File: config.mk
export PLATFORM = sky130hd
export DESIGN_NAME = fp_mul_round_pack
export DESIGN_NICKNAME = d
export VERILOG_FILES = /design/src/rtl/fp_mul_round_pack.sv
export SDC_FILE = /design/constraint.sdc
export NUM_CORES = 1
export LEC_CHECK = 0
export ABC_AREA = 1
export CAP_MARGIN = 5
export CORE_ASPECT_RATIO = 0.5
export CORE_MARGIN = 2
export CORE_UTILIZATION = 30
export DETAILED_ROUTE_END_ITERATION = 16
export SLEW_MARGIN = 40
export SYNTH_ARGS = -nofsm -noshare
export SYNTH_HDL_FRONTEND = slang
export SYNTH_SLANG_ARGS = --single-unit
File: constraint.sdc
create_clock -name CLK -period 5.9 [get_ports CLK]
set_input_delay 1.18 -clock CLK [delete_from_list [all_inputs] [get_ports CLK]]
set_output_delay 1.18 -clock CLK [all_outputs]
set_load 0.005 [all_outputs]
File: src/rtl/fp_mul_round_pack.sv
// Normalize/round/pack stage for the binary32 multiplier: two registered stages
// (S1 normalize + denormal shift, S2 round + pack) with valid/ready on both sides.
module fp_mul_round_pack #(
  parameter int EXP_W     = 10,
  parameter int SHIFT_CAP = 26
) (
  input  logic             CLK,
  input  logic             nRST,
  input  logic             in_valid,
  output logic             in_ready,
  input  logic             in_sign,
  input  logic [EXP_W-1:0] in_exp,
  input  logic [47:0]      in_mant,
  input  logic [1:0]       in_class,
  input  logic [2:0]       in_frm,
  output logic             out_valid,
  input  logic             out_ready,
  output logic [31:0]      result,
  output logic             overflow,
  output logic             underflow,
  output logic             inexact
);

  typedef enum logic [1:0] {
    CLS_NORMAL = 2'b00,
    CLS_ZERO   = 2'b01,
    CLS_INF    = 2'b10,
    CLS_NAN    = 2'b11
  } cls_t;

  typedef enum logic [2:0] {
    RM_RNE = 3'd0,
    RM_RTZ = 3'd1,
    RM_RDN = 3'd2,
    RM_RUP = 3'd3,
    RM_RMM = 3'd4
  } rm_t;

  localparam int EW = EXP_W + 1;
  localparam int SW = $clog2(SHIFT_CAP + 1);
  localparam int XW = 25 + SHIFT_CAP;

  logic          s1_valid, s2_valid, s2_can_load;
  logic          s1_sign, s1_g, s1_s, s1_tiny;
  logic [EW-1:0] s1_exp;
  logic [23:0]   s1_sig;
  cls_t          s1_cls;
  rm_t           s1_rm;

  assign s2_can_load = !s2_valid || out_ready;
  assign in_ready    = !s1_valid || s2_can_load;
  assign out_valid   = s2_valid;

  // S1: normalize, then right-shift tiny results into the denormal range
  logic [EW-1:0] n_exp, sh_full;
  logic [SW-1:0] sh;
  logic [XW-1:0] ext;
  logic [23:0]   n_sig;
  logic          n_g, n_s, n_tiny;
  rm_t           n_rm;

  always_comb begin
    n_exp = {in_exp[EXP_W-1], in_exp} + EW'(in_mant[47]);
    if (in_mant[47]) begin
      n_sig = in_mant[47:24];
      n_g   = in_mant[23];
      n_s   = |in_mant[22:0];
    end else begin
      n_sig = in_mant[46:23];
      n_g   = in_mant[22];
      n_s   = |in_mant[21:0];
    end
    n_tiny  = n_exp[EW-1] || (n_exp == '0);
    sh_full = EW'(1) - n_exp;
    sh      = (sh_full > EW'(SHIFT_CAP)) ? SW'(SHIFT_CAP) : sh_full[SW-1:0];
    ext     = {n_sig, n_g, {SHIFT_CAP{1'b0}}} >> sh;
    if (n_tiny) begin
      n_sig = ext[XW-1 -: 24];
      n_g   = ext[SHIFT_CAP];
      n_s   = n_s | (|ext[SHIFT_CAP-1:0]);
      n_exp = '0;
    end
    n_rm = (in_frm > 3'd4) ? RM_RNE : rm_t'(in_frm);
  end

  // S2: round, renormalize on carry, detect overflow, pack
  logic          inc, to_inf, gs;
  logic [24:0]   sum;
  logic [23:0]   r_sig;
  logic [EW-1:0] r_exp;
  logic [31:0]   r_res;
  logic          r_ovf, r_unf, r_inx;

  always_comb begin
    gs     = s1_g | s1_s;
    inc    = 1'b0;
    to_inf = 1'b1;
    case (s1_rm)
      RM_RNE: inc = s1_g & (s1_s | s1_sig[0]);
      RM_RTZ: begin inc = 1'b0;            to_inf = 1'b0;     end
      RM_RDN: begin inc = gs & s1_sign;    to_inf = s1_sign;  end
      RM_RUP: begin inc = gs & !s1_sign;   to_inf = !s1_sign; end
      RM_RMM: inc = s1_g;
      default: inc = 1'b0;
    endcase
    sum   = {1'b0, s1_sig} + 25'(inc);
    r_sig = sum[24] ? sum[24:1] : sum[23:0];
    // A denormal that rounds up into the hidden bit becomes the smallest normal
    r_exp = s1_exp + EW'(sum[24]) + EW'(s1_tiny & r_sig[23]);
    r_ovf = r_exp >= EW'(255);
    r_unf = s1_tiny & gs;
    r_inx = gs | r_ovf;
    if (r_ovf)
      r_res = to_inf ? {s1_sign, 8'hFF, 23'h0} : {s1_sign, 31'h7F7F_FFFF};
    else
      r_res = {s1_sign, r_exp[7:0], r_sig[22:0]};
    case (s1_cls)
      CLS_ZERO: begin r_res = {s1_sign, 31'h0};        r_ovf = 1'b0; r_unf = 1'b0; r_inx = 1'b0; end
      CLS_INF:  begin r_res = {s1_sign, 8'hFF, 23'h0}; r_ovf = 1'b0; r_unf = 1'b0; r_inx = 1'b0; end
      CLS_NAN:  begin r_res = 32'h7FC0_0000;           r_ovf = 1'b0; r_unf = 1'b0; r_inx = 1'b0; end
      default:  ;
    endcase
  end

  always_ff @(posedge CLK) begin
    if (!nRST) begin
      s1_valid  <= 1'b0;
      s1_sign   <= 1'b0;
      s1_exp    <= '0;
      s1_sig    <= '0;
      s1_g      <= 1'b0;
      s1_s      <= 1'b0;
      s1_tiny   <= 1'b0;
      s1_cls    <= CLS_NORMAL;
      s1_rm     <= RM_RNE;
      s2_valid  <= 1'b0;
      result    <= '0;
      overflow  <= 1'b0;
      underflow <= 1'b0;
      inexact   <= 1'b0;
    end else begin
      if (s2_can_load) begin
        s2_valid <= s1_valid;
        if (s1_valid) begin
          result    <= r_res;
          overflow  <= r_ovf;
          underflow <= r_unf;
          inexact   <= r_inx;
        end
      end
      if (in_ready) begin
        s1_valid <= in_valid;
        if (in_valid) begin
          s1_sign <= in_sign;
          s1_exp  <= n_exp;
          s1_sig  <= n_sig;
          s1_g    <= n_g;
          s1_s    <= n_s;
          s1_tiny <= n_tiny;
          s1_cls  <= cls_t'(in_class);
          s1_rm   <= n_rm;
        end
      end
    end
  end

endmodule
==> results.toml, run 1 <==
[outcome]
status = "complete, no violations"

[grt]
grt_pass1_vias = 6977
antenna_found_initial = 0
grt_pass1_wl_mm = 37.22
grt_start_max_net_pins = 61
grt_overflow = 0
grt_use_total = 0.1945

[timing]
maxSlewHeadroom = 0.4301
finalCriticalPeriod_ns = 5.235
setup_viol = 0
fin_skew_ns = 0.008492
tns_ns = 0
post-route-period-util = 0.8873
hold_viol_final = 0
fmax_mhz = 191.0
layout_setup_ws_ns = 0.6647
drv_slew = 0
rsz0062_at_grt = "no"
worst_pin_slew_ns = 0.8460

[synthesis]
yosysTopAreaCell = "dfxtp_1"
synthAdderAreaFrac = 0.01787
ys_seq_area_frac = 0.2413
yosys-top-cells-area = "dfxtp_1 24%, nand2_1 19%, nand3_1 11%"
synth_xor_area_frac = 0.03127
synth_area_per_cell_um2 = 5.969
synth_flop_cell = "dfxtp_1"
synth_top_area_share = 0.2413
synth_top_family_by_area = "simple AND/OR/NAND/NOR gates"
yosysMostFrequentCell = "nand2_1"
ys_types = 45
synth-async-reset-ratio = 0
synth-edff-count = 0
synth_compound_area_frac = 0.1433
syn_area_um2 = 6721
synthSimpleGateAreaFrac = 0.4535
ys_warn_count = 0
synthTopCellsByCount = "345 x nand2_1, 153 x nand3_1, 93 x inv_1, 81 x dfxtp_1, 67 x a21oi_1"
ys_ff_latch = 81
synth.area.mux_share = 0.01191
synthCells = 1126
syn_nets = 1203

[setup_path]
cp-start-kind = "flip-flop"
arrival_ns = 5.49
cpMaxStageDelayCell = "dfxtp_1"
crit_path_end = "result[14]"
reg2reg_from = "s1_s"
r2r_cells = 28
end_kind = "flip-flop"
crit_buf_inv = 2
critPathTopFamily = "simple AND/OR/NAND/NOR gates"
critPathMaxFanout = 22
crit_path_start = "s1_s"
r2r-end = "result[14]"
reg2reg_slack_ns = 0.66
cpMostUsedCell = "nor2_1"
cpPeakStageDelay_ns = 0.44
crit_type = "reg -> reg"
required_ns = 6.16
crit_cells = 28

[pwr]
combPwrFrac = 0.239
p_int_mw = 1.070
vdd_drop_max_v = 0.0001104
p_sw_frac = 0.3015
p_total_mw = 1.531
switchingPower_mw = 0.4617
pwr-share-seq = 0.393
clkPwrFrac = 0.368
p_leak_nw = 3.397
powerDensity_nw_per_um2 = 185.9

[die]
ios = 105
die-area_um2 = 23690
die-width_um = 215.7
core_um2 = 21820
rows = 38
die_h_um = 109.8
start_util = 0.3080

[finish]
antenna-diode-count = 0
multi_input_area_um2 = 4437
nNetsFinal = 1270
n_fill_cell = 2353
ff_latch_area_um2 = 1622
drive_above_1_share = 0.06511
area_growth_pct = 22.52

[place]
dp_hpwl_mm = 18.17
dp_slack_ns = 0.4951
portBuffers = 104
gp_congestion = 0.9983

[worst_hold_path]
hold_path_class = "reg -> reg"
min_from = "result[17]"

[clocking]
cts_tree = "built"
clockBufferDepth = 2
clock-sinks = 81
root_buffer = "clkbuf_16"
htree_levels = 3
hold_buffers = 0
path_clk_slew_ns = 0.06
cts_buffers = 9
clkLatencyLatePin_ns = 0.33

[detailed_routing]
drc_errors = 0
detail_route.first_pass.iterations = 6
ant_nets = 0
vias = 7682
first_iter_violations = 800
wl_per_cell_um = 15.23
viasPerCell = 5.128
routed_wl_mm = 22.82

[flow_run]
maxCapViolCount = 0
[cell usage in the layout, fill, tap and decap left out, types with 3 or more instances in the layout]
cell	count
o21ai_0	54
buf_4	10
nand3_1	152
o21ai_1	5
nor2_1	62
dfxtp_1	81
nor3_1	20
clkdlybuf4s50_1	103
nor2_2	3
inv_2	6
inv_1	91
nand2_1	344
o21a_1	3
a31oi_1	13
or2_2	17
a211oi_1	8
nand3_2	3
nand2_2	9
nor4_1	9
xor2_1	18
nand4_1	41
mux2i_1	8
a41oi_1	5
clkbuf_16	9
xnor2_1	6
ha_1	8
a21oi_1	67
o22ai_1	5
nor2_4	7
clkinvlp_4	3
[power groups by stage]
stage	combinational, mW	clock, mW	sequential [mW]
final	0.365	0.564	0.602
after global routing	0.407	0.597	0.606
after CTS	0.359	0.574	0.602
after detailed placement	0.358	0	0.614
after global placement	0.355	0	0.613
after floorplan	0.221	0	0.606
[timing repair]
action	in CTS	in global routing
resized for setup	0	3
buffers inserted	0	0
endpoints found under the setup margin	0	14
[flip-flops by register name, summed over array words and instances (netlist names), 2 cells and up]
register / cells
s1_rm: 3
s1_cls: 2
result: 32
s1_sig: 24
s1_exp: 11
[stage by stage]
stage                     utilization  hold WS [ns]  std cells  area (um2)
after global placement         0.3625        0.4532       1481        7911
after detailed placement       0.3627        0.4563       1481        7916
after floorplan                     -        0.4405       1126        6721
after global routing           0.3774        0.4738       1498        8235
after CTS                      0.3768        0.4649       1497        8224
final                          0.3774        0.4627       1498        8235
[worst min-delay path: stages, from the launching register on]
cell and delay, ns:
dfxtp_1 0.30, nand2_1 0.06, a21oi_1 0.05
[metal layers]
layer  track usage  vias to the layer above  wire length, um
met5             0                        -                0
met4       0.04433                        0              333
met3       0.04260                       18             1963
met2        0.2745                      303             8759
met1        0.2945                     3452            11770
li1              -                     3909                -
[logic make-up (layout without fill, tap and decap cells)]
kind of cell / Yosys count / in the layout
fa+ha+maj: 9 / 9
simple gates: 675 / 675
xor+xnor: 24 / 24
flops: 81 / 81
buf+inv: 158 / 230
mux: 8 / 8
compound gates: 171 / 171
[area by class of cell]
class                   instances  area share
clock inverters                 4    0.006229
inverters                      99     0.04558
multi-input cells             887      0.5387
flip-flops and latches         81      0.1969
repair buffers                114      0.1349
well taps                     300     0.04558
clock buffers                  12     0.03115
repair inverters                1   0.0009116
[worst min path at each step]
stage,end,slack [ns],cells past startpoint
floorplan,s1_exp[10],0.44,2
global placement,s1_exp[10],0.45,2
detailed placement,result[18],0.46,2
CTS,result[18],0.46,2
global route,result[18],0.47,2
finish,result[17],0.46,2
No activity file was read; power rests on OpenSTA's default activity.
==> run 2, diff against run 1 <==
--- a/config.mk
+++ b/config.mk
@@ -10,6 +10,7 @@
 export CORE_ASPECT_RATIO = 0.5
 export CORE_MARGIN = 2
 export CORE_UTILIZATION = 30
+export CTS_BUF_LIST = sky130_fd_sc_hd__clkbuf_2
 export DETAILED_ROUTE_END_ITERATION = 16
 export SLEW_MARGIN = 40
 export SYNTH_ARGS = -nofsm -noshare
==> constraint.sdc (replaced) <==
create_clock -name CLK -period 5.9 [get_ports CLK]
set_input_delay 0.59 -clock CLK [delete_from_list [all_inputs] [get_ports CLK]]
set_output_delay 0.59 -clock CLK [all_outputs]
set_load 0.005 [all_outputs]
==> run 2 against run 1 <==
Against the previous run:
- worst setup slack improved by 0.032 ns
- critical endpoint unchanged
- die area is the same
- sequential share of layout area grew 0.50 points
- first-iteration DRC count is 3.5% lower
- critical path depth unchanged
- worst hold slack improved by 0.0026 ns
- sequential power about the same
- maximum frequency up 0.62%
- core utilization shrank 0.93 points
- global-route usage fell by 0.090 points
==> results.toml, run 2 (synthesis gave the netlist of run 1 again) <==
[die]
die_h_um = 109.8
rows = 38
die-width_um = 215.7
start_util = 0.3080
die-area_um2 = 23690
core_um2 = 21820
ios = 105

[grt]
grt_start_max_net_pins = 61
grt_overflow = 0
grt_use_total = 0.1936
grt_pass1_wl_mm = 36.86
grt_pass1_vias = 6968
antenna_found_initial = 0

[timing]
hold_viol_final = 0
maxSlewHeadroom = 0.3520
fmax_mhz = 192.2
worst_pin_slew_ns = 0.9619
finalCriticalPeriod_ns = 5.203
post-route-period-util = 0.8819
rsz0062_at_grt = "no"
drv_slew = 0
fin_skew_ns = 0.02799
setup_viol = 0
tns_ns = 0

[place]
dp_hpwl_mm = 17.98
portBuffers = 104
gp_congestion = 0.9877

[pwr]
vdd_drop_max_v = 0.00008579
p_leak_nw = 3.316
p_total_mw = 1.244
powerDensity_nw_per_um2 = 154.9

[setup_path]
required_ns = 6.37
cpPeakStageDelay_ns = 0.47
end_kind = "flip-flop"
critPathTopFamily = "simple AND/OR/NAND/NOR gates"
cpMaxStageDelayCell = "dfxtp_1"
arrival_ns = 5.67
crit_type = "reg -> reg"
crit_buf_inv = 2
cp-start-kind = "flip-flop"
cpMostUsedCell = "nor2_1"
critPathMaxFanout = 22

[detailed_routing]
vias = 7714
wl_per_cell_um = 15.15
routed_wl_mm = 22.70
detail_route.first_pass.iterations = 7
first_iter_violations = 772
ant_nets = 0
viasPerCell = 5.150
drc_errors = 0

[finish]
drive_above_1_share = 0.06427
area_growth_pct = 19.51
nNetsFinal = 1270
largestRegisters = "result (32), s1_sig (24), s1_exp (11)"
top_register = "result"
n_fill_cell = 2407
antenna-diode-count = 0
final_common_cell = "nand2_1"
layout_common_cells = "344 x nand2_1, 152 x nand3_1, 103 x clkdlybuf4s50_1"
largest_reg_flops = 32
fin_util = 0.3681

[clocking]
clkLatencyLatePin_ns = 0.55
clock-sinks = 81
path_clk_slew_ns = 0.21
htree_levels = 3
cts_tree = "built"
hold_buffers = 0
cts_buffers = 9
clockBufferDepth = 2
root_buffer = "clkbuf_2"

[flow_run]
maxCapViolCount = 0

[worst_hold_path]
hold_path_class = "in -> reg"

[outcome]
status = "complete, no violations"
==> run 2: cell type report <==
type                            instances  area [um2]  area share
Tap cell                              300       375.4     0.04673
Clock inverter                          5       46.29    0.005763
Timing Repair Buffer                  114        1111      0.1383
Inverter                               99       375.4     0.04673
Sequential cell                        81        1622      0.2019
Multi-Input combinational cell        887        4441      0.5528
Timing Repair inverter                  1       7.507   0.0009346
Clock buffer                           11       55.05    0.006854
==> run 2: routing by layer <==
| metal | up-vias | track usage | routed length (um) |
|---|---|---|---|
| met2 | 273 | 0.2774 | 8770 |
| li1 | 3896 | - | - |
| met4 | 0 | 0.05074 | 282 |
| met3 | 24 | 0.02517 | 1631 |
| met1 | 3521 | 0.2981 | 12020 |
| met5 | - | 0 | 0 |
==> run 2: worst paths after layout <==
path              startpoint    endpoint  slack [ns]  cells past startpoint
setup / recovery        s1_s  result[14]        0.70                     28
hold / removal          nRST   s1_sig[8]        0.47                      2
setup reg to reg        s1_s  result[14]        0.70                     28
hold reg to reg   result[12]  result[12]        0.47                      2
==> run 2: stage by stage <==
step / instance area, um2 / cells / setup WS (ns) / hold WS, ns
after floorplan: 6721 / 1126 / 1.398 / 0.4405
after global placement: 7911 / 1481 / 0.7272 / 0.4548
after detailed placement: 7914 / 1481 / 0.5923 / 0.4546
after CTS: 8015 / 1497 / 0.5229 / 0.4776
after global routing: 8033 / 1498 / 0.04144 / 0.4425
final: 8033 / 1498 / 0.6968 / 0.4653
==> run 2: report_power, final <==
part | switching [mW] | internal [mW] | leakage, nW
registers | 0.0273 | 0.576 | 0.663
clock network | 0.181 | 0.0968 | 0.0684
logic | 0.220 | 0.143 | 2.58
==> run 2: repair_timing <==
| item | 4_1_cts | 5_1_grt |
|---|---|---|
| setup endpoints to repair | 0 | 27 |
| hold endpoints to repair | 0 | 0 |
| buffers inserted | 0 | 0 |
| resized for setup | 0 | 4 |
